<file path="config.mk">
export PLATFORM = sky130hd
export DESIGN_NAME = regfile_wb_flat
export DESIGN_NICKNAME = d
export VERILOG_FILES = /design/src/rtl/regfile_wb_if.sv /design/src/rtl/regfile_wb.sv /design/src/flat_wrapper.sv
export SDC_FILE = /design/constraint.sdc
export NUM_CORES = 2
export LEC_CHECK = 0
export CORE_MARGIN = 2
export CORE_UTILIZATION = 31
export DETAILED_ROUTE_END_ITERATION = 16
export DONT_BUFFER_PORTS = 1
export PLACE_DENSITY = 0.44
export SLEW_MARGIN = 20
export SYNTH_ARGS = -nofsm -noshare
export SYNTH_HDL_FRONTEND = slang
export SYNTH_SLANG_ARGS = --single-unit
</file>
<file path="constraint.sdc">
create_clock -name clk -period 3.6 [get_ports clk]
set_input_delay 0.72 -clock clk [delete_from_list [all_inputs] [get_ports clk]]
set_output_delay 0.72 -clock clk [all_outputs]
set_load 0.005 [all_outputs]
</file>
<file path="src/rtl/regfile_wb_if.sv">
// Write-back / decode bus of the integer register file.
// The pipeline side drives writes and read indices; the register file answers with read data and the write decode.
interface regfile_wb_if #(
    parameter int DATA_WIDTH = 64,
    parameter int ADDR_WIDTH = 5
);
    localparam int NUM_REGS = 2 ** ADDR_WIDTH;

    logic                  wr_en;
    logic [ADDR_WIDTH-1:0] wr_addr;
    logic [DATA_WIDTH-1:0] wr_data;
    logic [ADDR_WIDTH-1:0] rd_addr_a;
    logic [ADDR_WIDTH-1:0] rd_addr_b;
    logic [DATA_WIDTH-1:0] rd_data_a;
    logic [DATA_WIDTH-1:0] rd_data_b;
    logic [NUM_REGS-1:0]   wr_onehot;

    modport master (
        output wr_en, wr_addr, wr_data, rd_addr_a, rd_addr_b,
        input  rd_data_a, rd_data_b, wr_onehot
    );

    modport slave (
        input  wr_en, wr_addr, wr_data, rd_addr_a, rd_addr_b,
        output rd_data_a, rd_data_b, wr_onehot
    );
endinterface

</file>
<file path="src/rtl/regfile_wb.sv">
// Integer register file with 31 writable registers, a hardwired zero register at the top index and two async read ports.
// Define REGFILE_BYPASS_EN to forward a same-cycle write-back value to the read ports.
module regfile_wb #(
    parameter int DATA_WIDTH = 64,
    parameter int ADDR_WIDTH = 5
) (
    input logic         clk,
    input logic         reset,
    regfile_wb_if.slave bus
);
    localparam int                    NUM_REGS   = 2 ** ADDR_WIDTH;
    localparam int                    NUM_GROUPS = NUM_REGS / 8;
    localparam int                    ZERO_IDX   = NUM_REGS - 1;
    localparam logic [ADDR_WIDTH-1:0] ZERO_ADDR  = '1;

    logic [NUM_GROUPS-1:0] groupEn;
    logic [NUM_REGS-1:0]   onehot;
    logic [DATA_WIDTH-1:0] regs_q [ZERO_IDX];
    logic [DATA_WIDTH-1:0] regs_d [ZERO_IDX];

    // First decoder stage: upper index bits select one 3:8 group, gated by wr_en.
    always_comb begin
        groupEn = '0;
        for (int g = 0; g < NUM_GROUPS; g++) begin
            groupEn[g] = bus.wr_en && (bus.wr_addr[ADDR_WIDTH-1:3] == g[ADDR_WIDTH-4:0]);
        end
    end

    always_comb begin
        onehot = '0;
        for (int g = 0; g < NUM_GROUPS; g++) begin
            for (int k = 0; k < 8; k++) begin
                onehot[g*8 + k] = groupEn[g] && (bus.wr_addr[2:0] == k[2:0]);
            end
        end
        onehot[ZERO_IDX] = 1'b0;
    end

    assign bus.wr_onehot = onehot;

    always_comb begin
        for (int i = 0; i < ZERO_IDX; i++) begin
            regs_d[i] = onehot[i] ? bus.wr_data : regs_q[i];
        end
    end

    always_ff @(posedge clk or negedge reset) begin
        if (!reset) begin
            for (int i = 0; i < ZERO_IDX; i++) begin
                regs_q[i] <= '0;
            end
        end else begin
            for (int i = 0; i < ZERO_IDX; i++) begin
                regs_q[i] <= regs_d[i];
            end
        end
    end

    function automatic logic [DATA_WIDTH-1:0] readPort(input logic [ADDR_WIDTH-1:0] addr);
        logic [DATA_WIDTH-1:0] value;
        value = '0;
        if (addr != ZERO_ADDR) begin
            value = regs_q[addr];
        end
`ifdef REGFILE_BYPASS_EN
        // Write-through keeps decode from stalling on a register being written back this cycle.
        if (reset && bus.wr_en && (bus.wr_addr == addr) && (addr != ZERO_ADDR)) begin
            value = bus.wr_data;
        end
`else
`endif
        return value;
    endfunction

    always_comb begin
        bus.rd_data_a = readPort(bus.rd_addr_a);
        bus.rd_data_b = readPort(bus.rd_addr_b);
    end
endmodule

</file>
<file path="src/flat_wrapper.sv">
// flat-port wrapper written by rule: the top's interface ports become plain ports
module regfile_wb_flat 
#(
    parameter int DATA_WIDTH = 64,
    parameter int ADDR_WIDTH = 5
)
  (clk, reset, bus_wr_en, bus_wr_addr, bus_wr_data, bus_rd_addr_a, bus_rd_addr_b, bus_rd_data_a, bus_rd_data_b, bus_wr_onehot);
  regfile_wb_if #(.DATA_WIDTH(DATA_WIDTH), .ADDR_WIDTH(ADDR_WIDTH)) bus_i ();
  input logic clk;
  input logic reset;
  input wire logic [$bits(bus_i.wr_en)-1:0] bus_wr_en;
  input wire logic [$bits(bus_i.wr_addr)-1:0] bus_wr_addr;
  input wire logic [$bits(bus_i.wr_data)-1:0] bus_wr_data;
  input wire logic [$bits(bus_i.rd_addr_a)-1:0] bus_rd_addr_a;
  input wire logic [$bits(bus_i.rd_addr_b)-1:0] bus_rd_addr_b;
  output wire logic [$bits(bus_i.rd_data_a)-1:0] bus_rd_data_a;
  output wire logic [$bits(bus_i.rd_data_b)-1:0] bus_rd_data_b;
  output wire logic [$bits(bus_i.wr_onehot)-1:0] bus_wr_onehot;
  assign bus_i.wr_en = bus_wr_en;
  assign bus_i.wr_addr = bus_wr_addr;
  assign bus_i.wr_data = bus_wr_data;
  assign bus_i.rd_addr_a = bus_rd_addr_a;
  assign bus_i.rd_addr_b = bus_rd_addr_b;
  assign bus_rd_data_a = bus_i.rd_data_a;
  assign bus_rd_data_b = bus_i.rd_data_b;
  assign bus_wr_onehot = bus_i.wr_onehot;
  regfile_wb #(.DATA_WIDTH(DATA_WIDTH), .ADDR_WIDTH(ADDR_WIDTH)) u_core (.clk(clk), .reset(reset), .bus(bus_i));
endmodule
</file>
==> key figures <==
Global routing
  – Initial antenna violation count: 23
  – Largest net degree at the start of global routing: 554
  – Vias in the first global route: 75.3k
  – First-pass GRT wire length: 599 mm
  – Total GRT Usage: 0.240
  – Total grt overflow: 0

Setup path
  – CP Buf/Inv Count: 4
  – WP data arrival: 2.99 ns
  – RR Startpoint: u_core.regs_q[604]
  – Crit Path Max Fanout: 436
  – Worst path slowest cell: a221oi_2
  – Critical path's largest stage delay: 0.50 ns
  – Critical path required time: 2.88 ns
  – Startpoint types: input pin
  – Setup CP Type: in2out
  – CP Capture Type: output pin
  – CP most frequent cell: buf_6
  – Worst-path cell chain: nor2b_4 -> buf_6 -> buf_12 -> nand2_4 -> o211ai_1 -> o21ai_1 -> a221oi_2 -> buf_4 -> buf_6
  – FF-to-FF path depth: 2
  – WP depth: 9
  – Top Family by Delay on Critical Path: compound AO/OA/AOI/OAI gates
  – Reg-to-reg slack, setup: 2.73 ns
  – Worst R2R End: u_core.regs_q[604]

Clock network
  – Worst-skew pair later-pin latency: 0.92 ns
  – CTS max path bufs: 4
  – CTS tree: built
  – Reg clk slew, reported paths: 0.06 ns
  – Total CTS buffers: 230
  – CTS sink count: 1,984
  – CTS root buffer: clkbuf_16
  – H-tree depth: 4

Logic synthesis
  – Syn_area_per_cell: 13.1 sq um
  – Distinct cells, synth: 41
  – Largest cells by area after synthesis: dfrtp_1 47%, mux4_2 17%, mux2_2 17%
  – Post-synth top area cell: dfrtp_1
  – Post-Syn Area: 106,000 sq um
  – Async S/R FF share, synth: 1.00
  – Ys flop type: dfrtp_1
  – Gate Count Post-Synth: 8,109
  – Top-area cell type share of the netlist area: 0.468
  – Most instantiated cells after synthesis: 1,984 x dfrtp_1, 1,601 x mux2_2, 1,516 x nand2_1
  – Post-synth EDFFs: 0
  – Net Count, Synth: 8,191
  – YS warnings: 0
  – Count leader, synth: dfrtp_1
  – Yosys reg bits: 1,984
  – Sequential area share after synthesis: 0.468

Route
  – Vias per cell: 5.80
  – Post-route DRC: 0
  – Number of DRC violations after detailed-routing iteration 0: 7,203
  – Routed len/inst: 34.0 microns
  – Met2 wire len: 198 mm
  – Met1 Wirelength: 191 mm
  – Post-DRT Antenna Nets: 0
  – Highest metal used: met5
  – Drt first pass iters: 5
  – Via count: 73.4k
  – Aggregate routed wire length: 430 mm
  – Wire length on met3: 28.0 mm

Timing
  – Worst Slack Setup Final: -0.115 ns
  – Slew Limit Fails: 0
  – Fmax: 0.269 GHz
  – Fin. Hold Viols: 0
  – Period minus WS final: 3.71 ns
  – Slew @ Worst Pin: 1.14 ns
  – Relative slew slack: 0.235
  – Final worst path period share: 1.03
  – Setup violators final: 33
  – RSZ-0062 raised after global routing: true
  – Post-Route Skew: 0 ns

Min path
  – Sink of the worst hold path: u_core.regs_q[334]
  – Hold Path Origin: bus_wr_data[14]
  – Hold depth: 3
  – Hold Crit Class: in2reg

Power and ir drop
  – Pwr Density: 558 nW/um^2
  – Static Leak: 0.0531 uW
  – VDD IR-drop max: 0.396 mV
  – Final Power: 68,000 uW

Cells and area
  – Area of the multi-input gates: 52,800 sq um
  – Largest register FFs: 1,984
  – Layout cells sized above 1: 0.414
  – Top reg by flops: u_core.regs_q
  – Filler cell count: 32.6k
  – Finished Core Util: 0.358
  – Biggest regs: u_core.regs_q x1984
  – Area Overhead vs Synth: 14.9%
  – Layout Nets: 8,003
  – Storage element area: 49,600 sq um

Floorplan
  – I/O pins: 242
  – Die area: 347,000 sq um
  – Starting Density: 0.312
  – Die Y: 589 microns
  – Horiz. Die Dim: 589 microns
  – CORE AREA: 340,000 sq um
  – FP Rows: 214

Outcome
  – Failing checks: setup timing
  – Outcome: complete, but fails checks

Placed design
  – GP Congestion: 0.763
  – Port buffer count: 0
  – Placed wire-length estimate: 221 mm

Job
  – Maxcap violations: 0
-- worst min-delay path, cell delays in order --
cell and delay, ns:
buf_12 0.14, nand2_1 0.06, nand2_1 0.04
-- how the worst max path moves through the flow --
| stage | to | start | slack, ns |
|---|---|---|---|
| 2_1_floorplan | bus_rd_data_a[3] | bus_rd_addr_a[1] | 0.62 |
| 3_3_place_gp | bus_rd_data_b[38] | bus_rd_addr_b[0] | -0.21 |
| 3_5_place_dp | bus_rd_data_a[34] | bus_rd_addr_a[1] | -0.44 |
| 4_1_cts | bus_rd_data_b[61] | bus_rd_addr_b[1] | -0.08 |
| 5_1_grt | bus_rd_data_b[29] | bus_rd_addr_b[0] | -0.07 |
| 6_report | bus_rd_data_b[21] | bus_rd_addr_b[0] | -0.11 |
-- layer usage --
metal	vias to the layer above	track usage
li1	29700	-
met1	40200	0.341
met2	2825	0.380
met3	650	0.0375
met4	10	0.0646
met5	-	0
-- placed cells by master (no fill, tap or decap), types with 11 or more instances in the layout --
| master | count |
|---|---|
| a221oi_2 | 29 |
| o21ai_0 | 101 |
| a31oi_1 | 45 |
| mux2i_1 | 389 |
| nor2_4 | 21 |
| nor2_1 | 20 |
| a221oi_1 | 97 |
| nand2_4 | 14 |
| mux4_2 | 813 |
| dfrtp_1 | 1984 |
| clkbuf_1 | 38 |
| o211ai_1 | 161 |
| o22ai_1 | 19 |
| mux2_2 | 1599 |
| nand2_1 | 1498 |
| inv_1 | 55 |
| a22o_1 | 41 |
| o21ai_1 | 54 |
| clkinv_2 | 53 |
| buf_4 | 232 |
| a32o_1 | 27 |
| a22oi_1 | 41 |
| clkbuf_8 | 61 |
| bufinv_16 | 18 |
| buf_12 | 142 |
| o221ai_1 | 49 |
| buf_2 | 35 |
| and2_1 | 23 |
| a221o_1 | 40 |
| buf_16 | 11 |
| clkbuf_16 | 245 |
| a21oi_1 | 41 |
-- cell families (layout without fill, tap and decap cells) --
group                  count (synthesis)  in the layout  share of synthesized area
AOI/OAI and AO/OA                    775            775                     0.0533
other                                  1              8                  0.0000354
and+or+nand+nor                     1611           1611                     0.0584
buffers and inverters                933            931                     0.0407
DFF                                 1984           1984                      0.468
muxes                               2805           2805                      0.379
-- per-stage QoR --
stage / setup slack (ns) / setup TNS (ns) / area (sq um) / hold WS (ns) / std cells
4_1_cts: -0.0828 / -0.710 / 121000 / 0.00209 / 12600
3_3_place_gp: -0.207 / -0.905 / 112000 / 0.472 / 12100
2_1_floorplan: 0.621 / 0 / 106000 / 0.424 / 8109
5_1_grt: -0.0700 / -0.341 / 122000 / 0.0477 / 12600
3_5_place_dp: -0.443 / -6.82 / 112000 / 0.480 / 12100
6_report: -0.115 / -1.31 / 122000 / 0.0732 / 12700
-- cell type report --
type,count,share of cell area
well taps,4536,0.0466
flip-flops and latches,1984,0.408
clock inverters,88,0.00839
multi-input cells,5192,0.434
repair buffers,449,0.0457
inverters,64,0.00230
clock buffers,330,0.0555
diodes,7,0.000144
-- report_power, final --
group	leakage (uW)	internal, uW	switching (uW)
Clock	0.00387	14300	10300
Sequential	0.0254	26700	3310
Combinational	0.0239	7880	5540
Total	0.0531	48800	19100
-- repair_timing --
| item | 4_1_cts | 5_1_grt |
|---|---|---|
| endpoints found under the setup margin | 34 | 122 |
| resized for setup | 42 | 47 |
| hold buffers | 65 | 0 |
| cloned | 1 | 14 |
| hold endpoints to repair | 2011 | 0 |
| setup buffers | 7 | 9 |
| pin swaps | 7 | 12 |
No activity file was read; power rests on OpenSTA's default activity.
